File: src/rtl/mips_decode_alu_core.sv
// MIPS32 decode/execute core: control decode, 32x32 regfile, ALU control, ALU.
// Optional ALU_SHIFT_EN macro adds sll/srl (operacao 011/100).
module mips_decode_alu_core #(
  parameter int unsigned WRITE_BYPASS = 1
) (
  input  logic        clock,
  input  logic        reset_n,
  input  logic [31:0] instrucao,
  input  logic        sinal_escrita,
  input  logic [4:0]  reg_escrita,
  input  logic [31:0] dado_escrita,
  output logic [31:0] out_rs,
  output logic [31:0] out_rt,
  output logic [31:0] se_imediato,
  output logic [1:0]  c_ALUOp,
  output logic [1:0]  c_memoria,
  output logic [2:0]  c_desvio,
  output logic        c_fonte_ula,
  output logic        c_memtoreg,
  output logic        c_escrever_reg,
  output logic        c_reg_destino,
  output logic [2:0]  operacao,
  output logic [31:0] resultado_ula,
  output logic        zero,
  output logic        overflow
);

  typedef struct packed {
    logic [1:0] alu_op;
    logic [1:0] mem;
    logic [2:0] br;
    logic       src_imm;
    logic       mem2reg;
    logic       wr;
    logic       dst_rd;
  } ctrl_t;

  localparam logic [5:0] OP_RTYPE = 6'b000000;
  localparam logic [5:0] OP_LW    = 6'b100011;
  localparam logic [5:0] OP_SW    = 6'b101011;
  localparam logic [5:0] OP_BEQ   = 6'b000100;
  localparam logic [5:0] OP_BNE   = 6'b000101;
  localparam logic [5:0] OP_ADDI  = 6'b001000;
  localparam logic [5:0] OP_J     = 6'b000010;

  localparam logic [5:0] FN_ADD = 6'b100000;
  localparam logic [5:0] FN_SUB = 6'b100010;
  localparam logic [5:0] FN_AND = 6'b100100;
  localparam logic [5:0] FN_OR  = 6'b100101;
  localparam logic [5:0] FN_SLT = 6'b101010;
`ifdef ALU_SHIFT_EN
  localparam logic [5:0] FN_SLL = 6'b000000;
  localparam logic [5:0] FN_SRL = 6'b000010;
`endif

  localparam logic [2:0] ALU_AND = 3'b000;
  localparam logic [2:0] ALU_OR  = 3'b001;
  localparam logic [2:0] ALU_ADD = 3'b010;
  localparam logic [2:0] ALU_SUB = 3'b110;
  localparam logic [2:0] ALU_SLT = 3'b111;
  localparam logic [2:0] ALU_INV = 3'b101;
`ifdef ALU_SHIFT_EN
  localparam logic [2:0] ALU_SLL = 3'b011;
  localparam logic [2:0] ALU_SRL = 3'b100;
`endif

  logic [5:0]  opcode;
  logic [4:0]  rs;
  logic [4:0]  rt;
  logic [5:0]  funct;
  logic [15:0] imm;

  assign opcode = instrucao[31:26];
  assign rs     = instrucao[25:21];
  assign rt     = instrucao[20:16];
  assign imm    = instrucao[15:0];
  assign funct  = instrucao[5:0];

  logic [31:0] regs_q [32];
  logic        wr_en;

  assign wr_en = sinal_escrita && (reg_escrita != 5'd0);

  always_ff @(posedge clock or negedge reset_n) begin
    if (!reset_n) begin
      for (int i = 0; i < 32; i++) begin
        regs_q[i] <= '0;
      end
    end else if (wr_en) begin
      regs_q[reg_escrita] <= dado_escrita;
    end
  end

  // Bypass and $0 forcing are gated by reset so reads stay 0 while held.
  always_comb begin
    out_rs = regs_q[rs];
    if (WRITE_BYPASS != 0 && wr_en && rs == reg_escrita)
      out_rs = dado_escrita;
    if (rs == 5'd0 || !reset_n)
      out_rs = '0;
  end

  always_comb begin
    out_rt = regs_q[rt];
    if (WRITE_BYPASS != 0 && wr_en && rt == reg_escrita)
      out_rt = dado_escrita;
    if (rt == 5'd0 || !reset_n)
      out_rt = '0;
  end

  assign se_imediato = {{16{imm[15]}}, imm};

  ctrl_t ctrl;

  always_comb begin
    ctrl = '0;
    unique case (1'b1)
      (opcode == OP_RTYPE): ctrl = '{2'b10, 2'b00, 3'b000, 1'b0, 1'b0, 1'b1, 1'b1};
      (opcode == OP_LW):    ctrl = '{2'b00, 2'b01, 3'b000, 1'b1, 1'b1, 1'b1, 1'b0};
      (opcode == OP_SW):    ctrl = '{2'b00, 2'b10, 3'b000, 1'b1, 1'b0, 1'b0, 1'b0};
      (opcode == OP_BEQ):   ctrl = '{2'b01, 2'b00, 3'b001, 1'b0, 1'b0, 1'b0, 1'b0};
      (opcode == OP_BNE):   ctrl = '{2'b01, 2'b00, 3'b010, 1'b0, 1'b0, 1'b0, 1'b0};
      (opcode == OP_ADDI):  ctrl = '{2'b00, 2'b00, 3'b000, 1'b1, 1'b0, 1'b1, 1'b0};
      (opcode == OP_J):     ctrl = '{2'b00, 2'b00, 3'b100, 1'b0, 1'b0, 1'b0, 1'b0};
      default:              ctrl = '0;
    endcase
  end

  assign c_ALUOp        = ctrl.alu_op;
  assign c_memoria      = ctrl.mem;
  assign c_desvio       = ctrl.br;
  assign c_fonte_ula    = ctrl.src_imm;
  assign c_memtoreg     = ctrl.mem2reg;
  assign c_escrever_reg = ctrl.wr;
  assign c_reg_destino  = ctrl.dst_rd;

  logic [2:0] fn_op;

  always_comb begin
    fn_op = ALU_INV;
    unique case (1'b1)
      (funct == FN_ADD): fn_op = ALU_ADD;
      (funct == FN_SUB): fn_op = ALU_SUB;
      (funct == FN_AND): fn_op = ALU_AND;
      (funct == FN_OR):  fn_op = ALU_OR;
      (funct == FN_SLT): fn_op = ALU_SLT;
`ifdef ALU_SHIFT_EN
      (funct == FN_SLL): fn_op = ALU_SLL;
      (funct == FN_SRL): fn_op = ALU_SRL;
`endif
      default:           fn_op = ALU_INV;
    endcase
  end

  always_comb begin
    operacao = ALU_INV;
    unique case (ctrl.alu_op)
      2'b00:   operacao = ALU_ADD;
      2'b01:   operacao = ALU_SUB;
      2'b10:   operacao = fn_op;
      default: operacao = ALU_INV;
    endcase
  end

  logic [31:0] op_a;
  logic [31:0] op_b;
  logic [31:0] sum;
  logic [31:0] diff;
  logic        ovf_add;
  logic        ovf_sub;

  assign op_a = out_rs;
  assign op_b = ctrl.src_imm ? se_imediato : out_rt;
  assign sum  = op_a + op_b;
  assign diff = op_a - op_b;

  assign ovf_add = (op_a[31] == op_b[31]) && (sum[31] != op_a[31]);
  assign ovf_sub = (op_a[31] != op_b[31]) && (diff[31] != op_a[31]);

  always_comb begin
    resultado_ula = '0;
    overflow      = 1'b0;
    case (operacao)
      ALU_AND: resultado_ula = op_a & op_b;
      ALU_OR:  resultado_ula = op_a | op_b;
      ALU_ADD: begin
        resultado_ula = sum;
        overflow      = ovf_add;
      end
      ALU_SUB: begin
        resultado_ula = diff;
        overflow      = ovf_sub;
      end
      ALU_SLT: resultado_ula = {31'd0, $signed(op_a) < $signed(op_b)};
`ifdef ALU_SHIFT_EN
      ALU_SLL: resultado_ula = op_b << instrucao[10:6];
      ALU_SRL: resultado_ula = op_b >> instrucao[10:6];
`endif
      default: resultado_ula = '0;
    endcase
  end

  assign zero = (resultado_ula == 32'd0);

endmodule

File: config.mk
export PLATFORM = sky130hd
export DESIGN_NAME = mips_decode_alu_core
export DESIGN_NICKNAME = d
export VERILOG_FILES = /design/src/rtl/mips_decode_alu_core.sv
export SDC_FILE = /design/constraint.sdc
export NUM_CORES = 2
export LEC_CHECK = 0
export BUFFER_PORTS_ARGS = -buffer_cell sky130_fd_sc_hd__buf_2
export CAP_MARGIN = 40
export CORE_MARGIN = 3
export CORE_UTILIZATION = 60
export DETAILED_ROUTE_END_ITERATION = 7
export PLACE_DENSITY = 0.78
export SLEW_MARGIN = 20
export SYNTH_ARGS = -nofsm -noshare
export SYNTH_HDL_FRONTEND = slang
export SYNTH_SLANG_ARGS = --single-unit
File: constraint.sdc
create_clock -name clock -period 12.3 [get_ports clock]
set_clock_uncertainty 0.1 [all_clocks]
set_input_delay 1.845 -clock clock [delete_from_list [all_inputs] [get_ports clock]]
set_output_delay 1.845 -clock clock [all_outputs]
set_load 0.005 [all_outputs]
# Word-level counts from Yosys, hierarchy flattened
# Index checks and enable logic that the tools add are counted.
[op_classes]
n_bitwise = 5
n_eq_ne = 23
order_cmp = 5
reduce_logical = 16
mux = 19
addsub = 2
[ops]
columns = ["op", "count"]
rows = [
  ["$bwmux 1024", 1],
  ["$bmux 32 s5", 2],
  ["$mux 32", 10],
  ["$demux 32 s5", 1],
  ["$pmux 32 s5", 1],
  ["$pmux 11 s7", 1],
  ["$eq 6x6->1 const B", 7],
  ["$add 32x32->32", 1],
  ["$and 32x32->32", 1],
  ["$logic_not 32->1", 1],
  ["$lt 32x32->1", 1],
  ["$or 32x32->32", 1],
  ["$sub 32x32->32", 1],
  ["$ge 6x6->1 const B", 3],
  ["$not 5->6", 3],
  ["$pmux 3 s5", 1],
  ["$eq 6x3->1 const B", 2],
  ["$eq 5x5->1", 2],
  ["$logic_not 5->1", 2],
  ["$pmux 3 s3", 1],
  ["$eq 3x3->1 const B", 2],
  ["$eq 6x2->1 const B", 1],
  ["$eq 6x4->1 const B", 1],
  ["$logic_and 1x1->1", 6],
  ["14 further kinds", 17],
]
[totals]
out_inout_bits = 144
regBits = 1024
wordCells = 102
inputBits = 72

# Logic depth before layout (Yosys ltp)
[logic_depth]
ltp_word = 11
depth_mapped = 25
mapped_depth_nobuf = 22

# Least setup slack after synthesis
# Ideal clock, no wire load.
[synth_path]
kind = "input -> output"
startpoint = "in instrucao[21]"
endpoint = "out zero"
path_slack_ns = 1.639
cell_stages = 22
arrival_time_ns = 8.716
t_required_ns = 10.355
path_buffers = 5
cell_sequence = "clkbuf_1 buf_1 clkbuf_1 buf_1 clkbuf_1 mux2i_1 a221oi_1 a22oi_1 o211ai_1 o211ai_1 a21oi_1 ha_1 inv_1 o41ai_1 o21ai_0 o211a_1 or4b_1 a211o_1 or4_1 or4_1 or4_1 nor4_2"
[synth_via]
elab_chain_cells = 9
word_cells_on_any_way = 17
classes_between = "2 x add/sub; 1 x order compare; 1 x eq/ne; 6 x mux; 3 x bitwise; 4 x reduce/logical"
[synth_lines]
columns = ["item", "line_no", "text"]
rows = [
  ["start: declaration", "8", "input logic [31:0] instrucao,"],
  ["$not 5->6 (not written as such)", "96", "out_rs = regs_q[rs];"],
  ["$bmux 32 s5", "96", ""],
  ["$mux 32 (not written as such) (2 in a row)", "96", ""],
  ["$mux 32", "97", "if (WRITE_BYPASS != 0 && wr_en && rs == reg_escrita)"],
  ["$mux 32 *", "99", "if (rs == 5'd0 || !reset_n)"],
  ["via out_rs[17]", "12", "output logic [31:0] out_rs,"],
  ["$sub 32x32->32 or $add 32x32->32 (tied branches)", "175, 174", ""],
  ["$pmux 32 s5 *", "183", "case (operacao)"],
  ["via resultado_ula[21]", "23", "output logic [31:0] resultado_ula,"],
  ["$logic_not 32->1 *", "203", "assign zero = (resultado_ula == 32'd0);"],
  ["end: declaration", "24", "output logic zero,"],
]
# Mark *: on every way through the listed nets, which the timed path passes. The rest lies on a longest branch. The select of a mux whose other input is x is not followed.

# Worst setup path after layout
[layout_path]
startpoint = "in instrucao[25]"
endpoint = "out zero"
[layout_via]
elab_chain_cells = 9
word_cells_on_any_way = 17
classes_between = "2 x add/sub; 1 x order compare; 1 x eq/ne; 6 x mux; 3 x bitwise; 4 x reduce/logical"
[layout_lines]
columns = ["item", "line_no", "text"]
rows = [
  ["$not 5->6 (not written as such)", "96", ""],
  ["$bmux 32 s5", "96", ""],
  ["$mux 32 (not written as such) (2 in a row)", "96", ""],
  ["$mux 32", "97", ""],
  ["$mux 32 *", "99", ""],
  ["$sub 32x32->32, or another cell as far along", "175", "assign diff = op_a - op_b;"],
  ["$pmux 32 s5 *", "183", ""],
  ["$logic_not 32->1 *", "203", ""],
]
# Mark *: on every way between the ends. The rest lies on a longest branch, timed or not. The select of a mux whose other input is x is not followed.

==> results.tsv <==
metric	value	unit
status	complete, no violations	
drc	0	
setup_viol	0	
ir_drop	0.1242	mV
synth-simple-area-share	0.03603	
min_period_over_period	0.9204	
hold_violations	0	
ff_latch_area	25620	sq um
maxSlewHeadroom	0.3928	
met2_usage	0.5676	
cp.arrival	9.38	ns
tightest_slew	0.9088	ns
synth_area	61080	sq um
cp-start-kind	primary input	
nFillCells	6958	
gr-total-overflow	0	
die_area	105700	sq um
cts_hold_buf	0	
end_kind	primary output	
grt_max_degree	86	
clock_path_buffers	3	
grt_pass1_wl	299000	um
globalplace.congestion	0.9540	
rsz0062_at_grt	false	
wl	201000	um
grt_pass1_vias	45800	
yosys_warnings	0	
cp_max_fo	59	
cts_root_buf	clkbuf_16	
worst-setup-path-type	primary input to primary output	
port-buffer-count	215	
synth_edf_count	0	
fin_nets	4876	
insertion_delay	0.68	ns
max_clock_freq	0.08833	GHz
synthFlopType	dfrtp_1	
p_per_area	156.0	nW/um^2
synth_top_family_by_area	multiplexers	
drt_iter0_drc	5942	
cts_setup_buffers	0	
stdcell_area	67640	sq um
async_flop_share	1.000	
via_count	45290	
area_growth	10.75	%
cts_buffers	104	
largest_register_ff_count	1024	
required	10.35	ns
hold_class	flop to flop	
top_register	regs_q	
fin_hold_ws	0.2982	ns
period_needed	11.32	ns
antenna_found_initial	16	
grt_use_total	0.3765	
cap_violations	0	
synthMuxAreaShare	0.3982	
finalMaxSlewViolations	0	
yosys.area_share.adder	0.02032	
num_rows	116	
synth_cells	4720	
place_hpwl	127000	um
cts.repair.resized	0	
synth-xor-area-share	0.002438	
avgSynthCellArea	12.94	sq um
clock_sinks	1024	
wl_per_cell	32.62	um
power	10.55	mW
synth_compound_area_frac	0.08311	
cts_tree	yes	
grt_use_met3	0.1219	
top_regs	regs_q x1024	
clk_pin_slew	0.06	ns
core-area	100600	sq um
die_x	325.1	um
dr.pass1.iters	6	
start_util	0.6072	
detailed_place.area	63750	sq um
synth.distinct_cells	77	
grt.busiest_layer	met2	
multiInputGateArea	33220	sq um
ys_ff_latch	1024	
cts_max_level	3	
drt-vias-per-instance	7.351	
syn_nets	4890	
final.setup.tns	0	ns
power.leakage	29.88	nW
yosysSeqAreaShare	0.4195	
num_io_pins	216	
ant_nets	0	
grt_util_met1	0.4900	
die_h	325.1	um
drive_gt1_frac	0.4450	
routing by layer:
| metal | share of wire | routed length (um) |
|---|---|---|
| met3 | 0.12 | 24680 |
| met4 | 0.059 | 11850 |
| met1 | 0.37 | 73850 |
| met2 | 0.45 | 90580 |
| met5 | 0.00037 | 75 |
layout by cell type, fill, tap and decap left out, types with 12 or more instances in the layout:
cell type,n
mux2_2,1056
dfrtp_1,1024
mux4_2,448
mux2i_1,234
buf_2,210
a21oi_1,169
nor2_1,161
o21ai_0,143
buf_4,140
nand2_1,129
clkbuf_16,107
ha_1,96
inv_1,94
o211ai_1,81
a221oi_1,71
a22oi_1,69
a211oi_1,46
a21o_1,36
clkbuf_1,26
clkbuf_8,24
buf_16,21
nor3_1,20
clkinv_2,18
nor2_4,17
nand3_1,17
o22ai_1,16
o21bai_1,15
nand2_2,15
nor4_1,13
buf_12,13
or4_1,12
critical path: stages:
cell and delay [ns]:
buf_6 0.49, xor2_1 0.17, nor4_1 0.43, nand3_2 0.57, buf_4 0.46, buf_4 0.28
o211ai_1 0.16, a21oi_1 0.29, ha_1 0.51, nand2_1 0.10, o41ai_1 0.56, o21ai_0 0.28
o211a_1 0.27, or4b_1 0.52, a211o_1 0.30, or4_1 0.51, or4_1 0.50, or4_1 0.54
nor4_2 0.26, buf_2 0.16
power by group:
part           internal [mW]  leakage, nW  switching [mW]
clock                   1.98         1.78            1.38
sequential              4.01         13.1           0.500
combinational           1.43         15.0            1.26
total                   7.42         29.9            3.13
Yosys cell counts, types with 10 or more instances:
cell,n,area (sq um)
nor2_1,179,671.9
nand2_1,144,540.5
nand3_1,19,95.09
nor2b_1,12,75.07
mux4_2,448,10090
a221oi_1,71,621.9
o21bai_1,15,112.6
a21o_1,36,270.3
a21oi_1,169,845.8
o22ai_1,16,100.1
nor3b_1,10,75.07
clkbuf_1,358,1344
inv_1,94,352.8
a211oi_1,47,352.8
or2_2,10,62.56
o211ai_1,81,608.1
ha_1,96,1201
buf_4,35,262.8
nor3_1,20,100.1
nand4_1,10,62.56
a22oi_1,69,518.0
nor4_1,13,81.33
mux2_2,1056,11890
dfrtp_1,1024,25620
and2_1,11,68.82
a31oi_1,11,68.82
o21ai_0,143,715.7
or4_1,12,90.09
mux2i_1,234,2342
buf_1,110,412.9
o21a_1,10,75.07
kinds of logic (layout without fill, tap and decap cells):
group / Yosys count / count (layout)
AO/OA/AOI/OAI: 755 / 755
XOR/XNOR: 17 / 17
adder cells (fa/ha/maj): 98 / 98
buffers and inverters: 611 / 686
flip-flops: 1024 / 1024
multiplexers: 1738 / 1738
other: 0 / 10
AND/OR/NAND/NOR: 477 / 477
area by class of cell:
| class | instances | share of cell area |
|---|---|---|
| Tap cell | 1357 | 0.02510 |
| Inverter | 98 | 0.005623 |
| Clock inverter | 38 | 0.007954 |
| Antenna cell | 10 | 0.0003699 |
| Sequential cell | 1024 | 0.3788 |
| Multi-Input combinational cell | 3085 | 0.4911 |
| Clock buffer | 157 | 0.04591 |
| Timing Repair Buffer | 393 | 0.04508 |
per-stage QoR:
step | setup slack, ns | cells | utilization
floorplan | 1.639 | 4720 | -
global placement | 0.7401 | 5921 | 0.6287
detailed placement | 0.9525 | 5945 | 0.6338
CTS | 0.9163 | 6140 | 0.6700
global route | 0.6111 | 6155 | 0.6723
finish | 0.9786 | 6162 | 0.6725
worst paths after layout:
| path | slack (ns) | cells after the start | startpoint | to |
|---|---|---|---|---|
| worst min register to register | 0.30 | 0 | regs_q[1023] | regs_q[1023] |
| min in group asynchronous | 1.04 | 1 | reset_n | regs_q[889] |
| max in group asynchronous | 7.95 | 8 | reset_n | regs_q[146] |
| worst max-delay path | 0.98 | 20 | instrucao[25] | zero |
| worst max register to register | 11.38 | 1 | regs_q[666] | regs_q[666] |
| worst min-delay path | 0.30 | 0 | regs_q[1023] | regs_q[1023] |
Note: power is estimated with default switching activity, not from simulation.
